--- src/rtl/sdspi_bus_arbiter.sv ---
// sdspi_bus_arbiter
//
// Purpose:
//   Shares one SD SPI host between two requesters. Port 0 is the autotest
//   sequencer and port 1 is the SD-SPI unit under test. Access is granted
//   through a registered request/grant handshake, and ties are broken
//   round-robin. The owner's command set is muxed onto the host. The
//   arbiter leaves a DRAIN state only once the host reports idle.
//
// Optional feature (macro SDSPI_ARB_TIMEOUT_EN):
//   When the macro is defined, a grant is bounded to TIMEOUT_CYCLES cycles.
//   A requester that overruns is forced off and locked out until it drops
//   its request. Its sticky timeout bit is also set.
//   When the macro is undefined, ownership is unbounded and timeout reads 0.
//
// Ports:
//   clk, rst            clock, synchronous active-high reset
//   req0/req1           ownership requests, held for the whole transaction
//   gnt0/gnt1           registered grants
//   cmd0_*/cmd1_*       per-requester command sets (strobes, address, data)
//   busy0/busy1         per-requester busy view (1 unless owning)
//   data_out0/1         copies of the host read data
//   spi_*               command set driven to the host
//   spi_busy            host busy
//   spi_data_out        host read data
//   timeout             sticky per-requester timeout flags
//   owner               debug {valid, id}

module sdspi_bus_arbiter #(
  parameter logic [31:0] TIMEOUT_CYCLES = 32'd50_000_000
) (
  input  logic        clk,
  input  logic        rst,
  input  logic        req0,
  input  logic        req1,
  output logic        gnt0,
  output logic        gnt1,
  input  logic        cmd0_r_block,
  input  logic        cmd0_r_byte,
  input  logic        cmd0_r_multi_block,
  input  logic        cmd0_w_block,
  input  logic        cmd0_w_byte,
  input  logic        cmd0_spi_rst,
  input  logic [31:0] cmd0_block_addr,
  input  logic [7:0]  cmd0_data_in,
  input  logic        cmd1_r_block,
  input  logic        cmd1_r_byte,
  input  logic        cmd1_r_multi_block,
  input  logic        cmd1_w_block,
  input  logic        cmd1_w_byte,
  input  logic        cmd1_spi_rst,
  input  logic [31:0] cmd1_block_addr,
  input  logic [7:0]  cmd1_data_in,
  output logic        busy0,
  output logic        busy1,
  output logic [7:0]  data_out0,
  output logic [7:0]  data_out1,
  output logic        spi_r_block,
  output logic        spi_r_byte,
  output logic        spi_r_multi_block,
  output logic        spi_w_block,
  output logic        spi_w_byte,
  output logic        spi_spi_rst,
  output logic [31:0] spi_block_addr,
  output logic [7:0]  spi_data_in,
  input  logic        spi_busy,
  input  logic [7:0]  spi_data_out,
  output logic [1:0]  timeout,
  output logic [1:0]  owner
);

  typedef enum logic [1:0] {
    ST_IDLE  = 2'd0,
    ST_OWN0  = 2'd1,
    ST_OWN1  = 2'd2,
    ST_DRAIN = 2'd3
  } state_t;

  state_t      state_q, state_d;
  logic        last_q, last_d;
  logic        gnt0_q, gnt0_d;
  logic        gnt1_q, gnt1_d;
  logic [1:0]  owner_q, owner_d;
  logic [1:0]  req_ok;

`ifdef SDSPI_ARB_TIMEOUT_EN
  logic [31:0] cnt_q, cnt_d;
  logic [1:0]  lock_q, lock_d;
  logic [1:0]  timeout_q, timeout_d;
  logic        expire;

  // A locked-out port is invisible to arbitration until it drops its request.
  assign req_ok = {req1 & ~lock_q[1], req0 & ~lock_q[0]};
  assign expire = (cnt_q == (TIMEOUT_CYCLES - 32'd1));
  assign timeout = timeout_q;

  // The grant-duration counter runs only while someone owns the host. It
  // returns to zero in IDLE/DRAIN, so every new grant starts from 0.
  always_comb begin
    cnt_d     = 32'd0;
    lock_d    = lock_q;
    timeout_d = timeout_q;
    if ((state_q == ST_OWN0) || (state_q == ST_OWN1)) begin
      cnt_d = cnt_q + 32'd1;
    end
    if (!req0) lock_d[0] = 1'b0;
    if (!req1) lock_d[1] = 1'b0;
    if ((state_q == ST_OWN0) && req0 && expire) begin
      lock_d[0]    = 1'b1;
      timeout_d[0] = 1'b1;
    end
    if ((state_q == ST_OWN1) && req1 && expire) begin
      lock_d[1]    = 1'b1;
      timeout_d[1] = 1'b1;
    end
  end
`else
  assign req_ok  = {req1, req0};
  assign timeout = 2'b00;
`endif

  // Next-state logic. On a tie, the port that did not win last time gets
  // the grant. last_q resets to 1, so port 0 wins the first tie.
  always_comb begin
    state_d = state_q;
    last_d  = last_q;
    case (state_q)
      ST_IDLE: begin
        if (req_ok[0] && (!req_ok[1] || last_q)) begin
          state_d = ST_OWN0;
          last_d  = 1'b0;
        end else if (req_ok[1]) begin
          state_d = ST_OWN1;
          last_d  = 1'b1;
        end
      end
      ST_OWN0: begin
        if (!req0) state_d = ST_DRAIN;
`ifdef SDSPI_ARB_TIMEOUT_EN
        else if (expire) state_d = ST_DRAIN;
`endif
      end
      ST_OWN1: begin
        if (!req1) state_d = ST_DRAIN;
`ifdef SDSPI_ARB_TIMEOUT_EN
        else if (expire) state_d = ST_DRAIN;
`endif
      end
      default: begin
        if (!spi_busy) state_d = ST_IDLE;
      end
    endcase
  end

  // Grants and owner are registered from the current state. They therefore
  // rise one edge after the state enters OWNn, so the command path is
  // already switched before a requester can see its grant.
  always_comb begin
    gnt0_d  = (state_q == ST_OWN0);
    gnt1_d  = (state_q == ST_OWN1);
    owner_d = 2'b00;
    if (state_q == ST_OWN0) owner_d = 2'b10;
    if (state_q == ST_OWN1) owner_d = 2'b11;
  end

  always_ff @(posedge clk) begin
    if (rst) begin
      state_q <= ST_IDLE;
      last_q  <= 1'b1;
      gnt0_q  <= 1'b0;
      gnt1_q  <= 1'b0;
      owner_q <= 2'b00;
    end else begin
      state_q <= state_d;
      last_q  <= last_d;
      gnt0_q  <= gnt0_d;
      gnt1_q  <= gnt1_d;
      owner_q <= owner_d;
    end
  end

`ifdef SDSPI_ARB_TIMEOUT_EN
  always_ff @(posedge clk) begin
    if (rst) begin
      cnt_q     <= 32'd0;
      lock_q    <= 2'b00;
      timeout_q <= 2'b00;
    end else begin
      cnt_q     <= cnt_d;
      lock_q    <= lock_d;
      timeout_q <= timeout_d;
    end
  end
`endif

  // Host command mux. With no owner, the bus idles with strobes low,
  // address 0 and data_in 8'hFF. A non-owner always sees busy.
  always_comb begin
    spi_r_block       = 1'b0;
    spi_r_byte        = 1'b0;
    spi_r_multi_block = 1'b0;
    spi_w_block       = 1'b0;
    spi_w_byte        = 1'b0;
    spi_spi_rst       = 1'b0;
    spi_block_addr    = 32'd0;
    spi_data_in       = 8'hFF;
    busy0             = 1'b1;
    busy1             = 1'b1;
    case (state_q)
      ST_OWN0: begin
        spi_r_block       = cmd0_r_block;
        spi_r_byte        = cmd0_r_byte;
        spi_r_multi_block = cmd0_r_multi_block;
        spi_w_block       = cmd0_w_block;
        spi_w_byte        = cmd0_w_byte;
        spi_spi_rst       = cmd0_spi_rst;
        spi_block_addr    = cmd0_block_addr;
        spi_data_in       = cmd0_data_in;
        busy0             = spi_busy;
      end
      ST_OWN1: begin
        spi_r_block       = cmd1_r_block;
        spi_r_byte        = cmd1_r_byte;
        spi_r_multi_block = cmd1_r_multi_block;
        spi_w_block       = cmd1_w_block;
        spi_w_byte        = cmd1_w_byte;
        spi_spi_rst       = cmd1_spi_rst;
        spi_block_addr    = cmd1_block_addr;
        spi_data_in       = cmd1_data_in;
        busy1             = spi_busy;
      end
      default: begin
      end
    endcase
  end

  assign gnt0      = gnt0_q;
  assign gnt1      = gnt1_q;
  assign owner     = owner_q;
  assign data_out0 = spi_data_out;
  assign data_out1 = spi_data_out;

endmodule

--- config.mk ---
export PLATFORM = sky130hd
export DESIGN_NAME = sdspi_bus_arbiter
export DESIGN_NICKNAME = d
export VERILOG_FILES = /design/src/rtl/sdspi_bus_arbiter.sv
export SDC_FILE = /design/constraint.sdc
export NUM_CORES = 1
export LEC_CHECK = 0
export BUFFER_PORTS_ARGS = -buffer_cell sky130_fd_sc_hd__clkbuf_2
export CAP_MARGIN = 20
export CELL_PAD_IN_SITES_DETAIL_PLACEMENT = 0
export CELL_PAD_IN_SITES_GLOBAL_PLACEMENT = 1
export CORE_MARGIN = 3
export CORE_UTILIZATION = 17
export CTS_CLUSTER_SIZE = 28
export DETAILED_ROUTE_END_ITERATION = 6
export GPL_TIMING_DRIVEN = 0
export MAX_ROUTING_LAYER = met4
export PLACE_DENSITY = 0.84
export SYNTH_ARGS = -nofsm -noshare
export SYNTH_HDL_FRONTEND = slang
export SYNTH_SLANG_ARGS = --single-unit
--- constraint.sdc ---
create_clock -name clk -period 2.1 [get_ports clk]
set_input_delay 0.315 -clock clk [delete_from_list [all_inputs] [get_ports clk]]
set_output_delay 0.315 -clock clk [all_outputs]
set_load 0.05 [all_outputs]
==> summary.md <==
| Metric | Value |
|---|---|
| CP endpoint kind | `output port` |
| Share of cells above drive strength 1 | `0.709` |
| Total routed wirelength | `5530 µm` |
| Initial antenna violation count | `0` |
| Max-cap violations | `0` |
| DIE WIDTH | `about 88 µm` |
| Top cell type's share of synthesized area | `0.299` |
| First-pass GRT wire length | `8010 µm` |
| Die height | `88.5 µm` |
| Cell taking the most area after synthesis | `a22oi_1` |
| Worst path required time | `between 1500 and 2000 ps` |
| Setup CP Type | `register to output port` |
| Top achievable clock speed | `a little under 0.5 GHz` |
| Total negative slack | `0 ps` |
| DR vias/cell | `approximately 4.5` |
| Hold-fix buffers, CTS | `0` |
| Mapped Area | `between 1000 and 1500 µm²` |
| Syn Area/Cell | `around 7.1 µm²` |
| Critical Path Start Type | `register` |
| Clk sinks | `6` |
| Total grt overflow | `0` |
| Clock buffer count from CTS | `3` |
| Static leakage power | `between 1 and 1.5 nW` |
| Clk_lat worst skew | `220 ps` |
| Final-stage net count | `roughly 440` |
| CTS tree | `done` |
| Final Max Tran Viols | `0` |
| 1st-iter DRT viols | `between 50 and 60` |
| Worst r2r dst | `state_q[1]$_SDFFE_PP0P_` |
| Setup Skew | `about 1.9 ps` |
| PortBufs | `around 160` |
| Worst-path clk slew | `40 ps` |
| Xor/xnor share of the synthesized area | `0` |
| Final period utilization | `0.971` |
| Rows | `29` |
| Drt first pass iters | `4` |
| Synthesis warning total | `0` |
| # setup viols final | `0` |
| Worst setup startpoint | `state_q[0]$_SDFFE_PP0P_` |
| Area delta synth->final | `109%` |
| Seq/Total Area, Yosys | `0.104` |
| Pin count of the biggest net entering global routing | `11` |
| Final hold violation count | `0` |
| Mux contribution to synthesized area | `0.00974` |
| Core box area | `~6500 µm²` |
| Commonest non-fill, non-tap cells in the layout | `clkbuf_2, a22oi_1, buf_4, nor2b_1, nor2b_2` |
| Synth unique cells | `24` |
| Status | `complete, no violations` |
| Post-Synth Simple-Gate Area | `0.301` |
| DP HPWL | `about 4500 µm` |
| Initial Util | `0.179` |
| Compound-Gate Fraction of Synth Area | `0.343` |
| CTS resizes | `67` |
| Hold path start | `rst` |
| Min-Delay Path Depth | `2` |
| Synth Instances | `between 150 and 200` |
| CP max FO | `10` |
| DIE AREA | `7830 µm²` |
| Top Ports | `between 150 and 200` |
| Most common cell after layout, fill and taps aside | `clkbuf_2` |
| Peak supply drop | `between 0.0006 and 0.0007 V` |
| Post-route ant nets | `0` |
| Final min period | `2040 ps` |
| Reg2reg start | `state_q[0]$_SDFFE_PP0P_` |
| Max Root-Sink Buffers | `2` |
| Hold EP | `gnt0$_SDFF_PP0_` |
| WL per Instance | `13.6 µm` |
| Internal reg-to-reg setup slack | `approximately 450 ps` |
| Via count | `between 1.5k and 2k` |
| Adder-Cell Fraction of Synth Area | `0.0541` |
| GR Util All Layers | `0.129` |
| Gpl congestion | `0.821` |
| Fillers | `678` |
| Largest family of logic cells by synthesized area | `compound AO/OA/AOI/OAI gates` |
| Vias in the first global route | `about 1.8k` |
| Worst EP arrival | `between 1500 and 2000 ps` |
| PD cells | `about 1300 nW/µm²` |
| Number of cells on the worst reg-to-reg path | `5` |
| DRC | `0` |
| Clk root buf | `clkbuf_8` |
| Synth top area cells | `a22oi_1, nor2b_1, buf_4` |
| Design Power | `0.00313 W` |
| H-Tree Depth | `1` |
| Yosys reg bits | `6` |
| Worst Hold Class | `input port to register` |
| Post-CTS Setup Bufs | `0` |
| N_diodes | `0` |
## sequential cells by signal, summed over array words and instances, names as in the netlist
| register | cells |
|---|---|
| gnt0 | 1 |
| last_q | 1 |
| owner | 2 |
| state_q | 2 |
## critical path, cell delays in order, from the launching register on
cell	delay, ps
dfxtp_2	370
inv_2	80
ha_2	200
clkbuf_8	170
buf_4	180
a22oi_1	240
nor2b_2	60
buf_4	190
## cell usage after synthesis
master / instances
inv_1: 3
nand2_1: 8
or3_1: 1
a31oi_1: 1
a2111oi_0: 1
buf_4: 19
nor4b_1: 1
ha_1: 5
conb_1: 1
a21oi_1: 1
o311ai_0: 1
nor2_1: 2
buf_2: 3
o41ai_1: 1
and3_1: 1
nand2b_1: 3
nor2b_1: 42
mux2_1: 1
a22o_1: 1
o21ai_0: 1
dfxtp_1: 6
clkbuf_1: 12
a22oi_1: 46
nor3b_1: 1
## power breakdown
group / internal, W / leakage, nW / switching [W]
combinational: 0.000995 / 1.14 / 0.00178
sequential: 0.000155 / 0.0501 / 0.0000277
clock: 0.000123 / 0.0216 / 0.0000455
## worst max path at each step
stage | to | slack (ps) | cells after the start
detailed placement | spi_block_addr[7] | -440 | 6
global route | spi_r_multi_block | -2 | 7
CTS | spi_w_byte | 0.01 | 7
finish | spi_r_multi_block | 60 | 7
floorplan | spi_block_addr[6] | 20 | 5
global placement | spi_block_addr[7] | -390 | 6
## cell type report
cell class	count	area (µm²)	area share
plain buffers	34	265	0.110
clock buffers	3	41.3	0.0171
inverters	3	11.3	0.00465
multi-input cells	120	933	0.386
flip-flops and latches	6	123	0.0506
well taps	77	96.3	0.0398
repair buffers	164	951	0.393
## cells by family after synthesis
group                    Yosys count
AND/OR/NAND/NOR                   59
AO/OA/AOI/OAI                     53
buffers and inverters             37
flip-flops                         6
adder cells (fa/ha/maj)            5
multiplexers                       1
other                              1
## per-stage QoR
stage / area (µm²) / utilization / std cells / hold slack (ps) / setup WS [ps]
final: 2420 / 0.375 / 407 / 362 / 60.0
after global routing: 2420 / 0.375 / 407 / 376 / -1.95
after CTS: 2380 / 0.369 / 407 / 359 / 0.0104
after detailed placement: 2130 / 0.329 / 404 / 520 / -440
after global placement: 2130 / 0.329 / 404 / 523 / -388
after floorplan: 1210 / - / 163 / 387 / 21.4
## routing by layer
layer / routed length (µm) / GRT usage
met2: 2920 / 0.242
met3: 416 / 0.0121
met1: 2170 / 0.147
met4: 16 / 0.0261
met5: 0 / -
No activity file was read; power rests on OpenSTA's default activity.
